$ cat src/rtl/spi_ram_pkg.sv
// Shared command encodings and FSM states for the SPI-attached burst RAM.
package spi_ram_pkg;

    typedef enum logic [1:0] {
        CMD_WR_ADDR  = 2'b00,
        CMD_WR_DATA  = 2'b01,
        CMD_RD_ADDR  = 2'b10,
        CMD_RD_BURST = 2'b11
    } cmd_e;

    typedef enum logic {
        IDLE  = 1'b0,
        BURST = 1'b1
    } state_e;

endpackage

$ cat src/rtl/spi_ram_mem.sv
// MEM_DEPTH x DATA_W storage with one synchronous write and one synchronous read port.
// Addresses at or beyond MEM_DEPTH never write and always read back as zero.
module spi_ram_mem #(
    parameter int DATA_W    = 8,
    parameter int ADDR_W    = 8,
    parameter int MEM_DEPTH = 256
) (
    input  logic              clk,
    input  logic              rst_n,
    input  logic              we,
    input  logic [ADDR_W-1:0] waddr,
    input  logic [DATA_W-1:0] wdata,
    input  logic              re,
    input  logic [ADDR_W-1:0] raddr,
    output logic [DATA_W-1:0] rdata
);

    localparam logic [ADDR_W:0] DEPTH_C = MEM_DEPTH[ADDR_W:0];

    logic [DATA_W-1:0] mem [MEM_DEPTH];
    logic              w_in_range;
    logic              r_in_range;

    assign w_in_range = ({1'b0, waddr} < DEPTH_C);
    assign r_in_range = ({1'b0, raddr} < DEPTH_C);

    always_ff @(posedge clk) begin
        if (we && w_in_range) begin
            mem[waddr] <= wdata;
        end
    end

    // The read register doubles as the transmit data, so it is cleared by reset.
    always_ff @(posedge clk) begin
        if (!rst_n) begin
            rdata <= '0;
        end else if (re) begin
            rdata <= r_in_range ? mem[raddr] : '0;
        end
    end

endmodule

$ cat src/rtl/spi_burst_ram.sv
// Command decoder for the SPI-attached RAM: auto-incrementing pointers,
// multi-word read bursts and a tx_valid/tx_ready handshake toward the SPI transmitter.
module spi_burst_ram
    import spi_ram_pkg::*;
#(
    parameter int  DATA_W    = 8,
    parameter int  ADDR_W    = 8,
    parameter int  MEM_DEPTH = 256,
    localparam int PAY_W     = (ADDR_W > DATA_W) ? ADDR_W : DATA_W
) (
    input  logic               clk,
    input  logic               rst_n,
    input  logic [PAY_W+1:0]   din,
    input  logic               rx_valid,
    input  logic               tx_ready,
    output logic [DATA_W-1:0]  dout,
    output logic               tx_valid,
    output logic               busy,
    output logic               cmd_drop
);

    localparam logic [ADDR_W-1:0] LAST_ADDR = ADDR_W'(MEM_DEPTH - 1);

    state_e            state;
    cmd_e              cmd;
    logic [PAY_W-1:0]  payload;
    logic [ADDR_W-1:0] wr_ptr;
    logic [ADDR_W-1:0] rd_ptr;
    logic [PAY_W-1:0]  remain;
    logic              mem_we;
    logic              mem_re;
    logic              idle_cmd;

    function automatic logic [ADDR_W-1:0] next_ptr(input logic [ADDR_W-1:0] p);
        return (p == LAST_ADDR) ? '0 : p + 1'b1;
    endfunction

    assign cmd      = cmd_e'(din[PAY_W+1:PAY_W]);
    assign payload  = din[PAY_W-1:0];
    assign idle_cmd = rst_n && (state == IDLE) && rx_valid;

    // A read is issued on burst start and on every accepted word that is not the last.
    assign mem_we = idle_cmd && (cmd == CMD_WR_DATA);
    assign mem_re = (idle_cmd && (cmd == CMD_RD_BURST)) ||
                    (rst_n && (state == BURST) && tx_ready && (remain != '0));

    spi_ram_mem #(
        .DATA_W    (DATA_W),
        .ADDR_W    (ADDR_W),
        .MEM_DEPTH (MEM_DEPTH)
    ) u_mem (
        .clk   (clk),
        .rst_n (rst_n),
        .we    (mem_we),
        .waddr (wr_ptr),
        .wdata (payload[DATA_W-1:0]),
        .re    (mem_re),
        .raddr (rd_ptr),
        .rdata (dout)
    );

    always_ff @(posedge clk) begin
        if (!rst_n) begin
            state    <= IDLE;
            wr_ptr   <= '0;
            rd_ptr   <= '0;
            remain   <= '0;
            tx_valid <= 1'b0;
            busy     <= 1'b0;
            cmd_drop <= 1'b0;
        end else begin
            cmd_drop <= 1'b0;
            case (state)
                IDLE: begin
                    if (rx_valid) begin
                        case (cmd)
                            CMD_WR_ADDR: wr_ptr <= payload[ADDR_W-1:0];
                            CMD_WR_DATA: wr_ptr <= next_ptr(wr_ptr);
                            CMD_RD_ADDR: rd_ptr <= payload[ADDR_W-1:0];
                            CMD_RD_BURST: begin
                                rd_ptr   <= next_ptr(rd_ptr);
                                remain   <= payload;
                                tx_valid <= 1'b1;
                                busy     <= 1'b1;
                                state    <= BURST;
                            end
                            default: ;
                        endcase
                    end
                end
                BURST: begin
                    if (rx_valid) begin
                        cmd_drop <= 1'b1;
                    end
                    if (tx_ready) begin
                        if (remain == '0) begin
                            tx_valid <= 1'b0;
                            busy     <= 1'b0;
                            state    <= IDLE;
                        end else begin
                            rd_ptr <= next_ptr(rd_ptr);
                            remain <= remain - 1'b1;
                        end
                    end
                end
                default: state <= IDLE;
            endcase
        end
    end

endmodule

$ cat config.mk
export PLATFORM = sky130hd
export DESIGN_NAME = spi_burst_ram
export DESIGN_NICKNAME = d
export VERILOG_FILES = /design/src/rtl/spi_ram_pkg.sv /design/src/rtl/spi_ram_mem.sv /design/src/rtl/spi_burst_ram.sv
export SDC_FILE = /design/constraint.sdc
export NUM_CORES = 2
export LEC_CHECK = 0
export CAP_MARGIN = 0
export CORE_MARGIN = 8
export CORE_UTILIZATION = 55
export DETAILED_ROUTE_END_ITERATION = 8
export PLACE_DENSITY = 0.71
export REMOVE_ABC_BUFFERS = 1
export SLEW_MARGIN = 0
export SYNTH_ARGS = -nofsm -noshare
export SYNTH_HDL_FRONTEND = slang
export SYNTH_HIERARCHICAL = 1
export SYNTH_SLANG_ARGS = --single-unit
$ cat constraint.sdc
create_clock -name clk -period 4 [get_ports clk]
set_input_delay 0.8 -clock clk [delete_from_list [all_inputs] [get_ports clk]]
set_output_delay 0.8 -clock clk [all_outputs]
set_load 0.01 [all_outputs]
==> metrics.cfg <==
[placement]
gp_congestion = 0.962
dp_hpwl_um = 143000
port_buffers = 24
pre_cts_ws_ns = 0.213
placed_cells = 6446

[synth]
ys_top_cells_by_area = edfxtp_1 (75%), mux4_2 (8.6%), mux2i_1 (3.4%), mux4_1 (2.5%), nor2_1 (1.4%)
ys_seq_area_share_pct = 75.4
ys.flop_type = edfxtp_1
syn_area_mm2 = 0.0825
syn_inst = 4161
ys_types = 83
synth_edf_count = 2048
synth_top_cell_area_share_pct = 74.5
post_synth.cell_area_avg_um2 = 19.8
synth_top_area_cell = edfxtp_1
synth_common_cells = edfxtp_1 (2048), mux4_2 (314), nor2_1 (298)
yosysMostFrequentCell = edfxtp_1
ys_warn_count = 6
async_reset_ff_share_pct = 0
synth-seq-cells = 2083

[global_route]
grt_pass1_vias = 44000
grt_pass1_wl_um = 320000
grt-ovfl-total = 0
antenna_found_initial = 9
grt_max_degree = 137
grtUsageTotal_pct = 27.2

[worst_setup_path]
crit_fanout = 20
critPathRequiredTime_ns = 4.73
crit_path_cell_trace = buf_12 -> buf_12 -> mux4_1 -> a2111oi_0 -> or3_1 -> nor4_1 -> buf_4 -> a221o_1
slowest_stage = a2111oi_0
timing.critical_path.max_delay_family = compound AO/OA/AOI/OAI gates
critPathKind = reg2reg
worstSetupStartpointType = flop
crit_path_frequent_cell = buf_12
slowest_delay_ns = 1.18
arrival_ns = 4.67
cp.buffers_inverters = 3
end_kind = flop

[sta]
setup_viol = 0
fin_crit_ns = 3.94
relSlewSlack_pct = 6.70
timing.fmax_mhz = 254
layout_setup_ws_ns = 0.0642
post-route-period-util_pct = 98.4
max_slew.worst_pin.slew_ns = 1.36
final-hold-violation-count = 0
finClkSkew_ns = 0.0342
rsz0062_at_grt = no
maxSlewViolCount = 0

[clock_tree]
numClockSinks = 2083
cts_resized = 0
cts_setup_buffers = 0
insertion_delay_ns = 0.84
cts_tree = yes
cts.path.max_buffers = 3
root_buffer = clkbuf_16
cts_made_buffers = 200
path_clk_slew_ns = 0.06
h-tree-depth = 4
postCtsHoldBufs = 0

[run]
max_cap_violations = 0

[die]
io_pins = 25
dieHeight_um = 403
die_area_mm2 = 0.163
die_x_um = 403
rows = 142
start_util_pct = 55.2
design.core.area_mm2 = 0.149

[final_layout]
utilization_pct = 62.8
areaGrowthSynthToFinish_pct = 13.7
regArea_mm2 = 0.0622
nFillCells = 10100
final_cells = 6812
multiInputGateArea_mm2 = 0.0183
drive_gt1_share_pct = 23.7
nets = 4650

[drt]
routed_via_density = 6.63
drc = 0
wire_per_inst_um = 32.9
route.vias.total = 45100
firstDrtPassIters = 6
ant_nets = 0
drt-initial-drc-count = 7004
routed_wl_um = 224000

[min_path]
min_path_type = in2reg

[status]
status = finished clean

[power_and_ir_drop]
p_total_uw = 45000
cellLeakagePower_uw = 0.0296
vdd_drop_max_mv = 0.452
pwr_density_cell_mw_per_mm2 = 479

==> cell families after synthesis <==
family	after synthesis	share of synthesized area, %
AOI/OAI and AO/OA	472	4.09
adders and majority gates	4	0.0606
muxes	676	14.5
buffers and inverters	272	2.46
DFF	2083	75.4
and+or+nand+nor	654	3.53
==> registers in the layout, indices dropped and copies added (netlist names) <==
register     flops
u_mem/mem     2048
rd_ptr           8
remain           8
u_mem/rdata      8
wr_ptr           8
busy             1
cmd_drop         1
state            1
==> final timing paths <==
kind	start	end	slack, ns	cells past startpoint
setup / recovery	rd_ptr[0]	u_mem/rdata[1]	0.06	8
hold / removal	din[0]	u_mem/mem[168][0]	0.47	1
setup reg to reg	rd_ptr[0]	u_mem/rdata[1]	0.06	8
hold reg to reg	remain[7]	remain[7]	0.49	2
==> power breakdown <==
group          internal [uW]  total (uW)  switching [uW]
registers              24000       24100            88.6
logic                   1070        2860            1790
clock network          10100       18100            7970
==> worst register-to-register path, stage by stage (launching register included) <==
cell and delay (ns):
dfxtp_4 0.64, buf_12 0.26, buf_12 0.22, mux4_1 0.58, a2111oi_0 1.18, or3_1 0.44, nor4_1 0.10, buf_4 0.16
a221o_1 0.25
==> cell usage in the layout, fill, tap and decap left out, types with 44 or more instances in the layout <==
master and count:
edfxtp_1 2048, nor2_1 297, o22ai_1 106, o221ai_1 48, clkinv_1 51, nand3_1 62
mux4_2 314, nand2_1 142, mux4_1 78, clkbuf_16 202, a21oi_1 64, mux2i_1 282
a22oi_1 56, buf_4 467, o21ai_0 44
==> metal layers <==
layer  GRT usage (%)  part of all wire [%]  up-vias
li1                -                     -    18200
met1            38.1                    37    23200
met2            41.1                    45     3087
met3            7.39                    13      608
met4            10.9                   4.8       10
met5               0                 0.041        -
==> final cells by class <==
class | count | share of cell area (%)
timing repair buffer | 526 | 4.77
clock buffer | 250 | 5.64
tap | 2016 | 2.69
sequential | 2083 | 66.3
antenna | 4 | 0.0107
clock inverter | 112 | 1.01
inverter | 15 | 0.0627
multi-input combinational | 1806 | 19.5
==> metrics by stage <==
step / cell area [um2] / setup TNS [ns] / hold slack, ns
3_3_place_gp: 87600 / 0 / 0.474
2_1_floorplan: 80600 / -352.91 / 0.452
5_1_grt: 93800 / 0 / 0.472
4_1_cts: 93800 / 0 / 0.426
3_5_place_dp: 87600 / 0 / 0.479
6_report: 93900 / 0 / 0.470
Note: power is estimated with default switching activity, not from simulation.
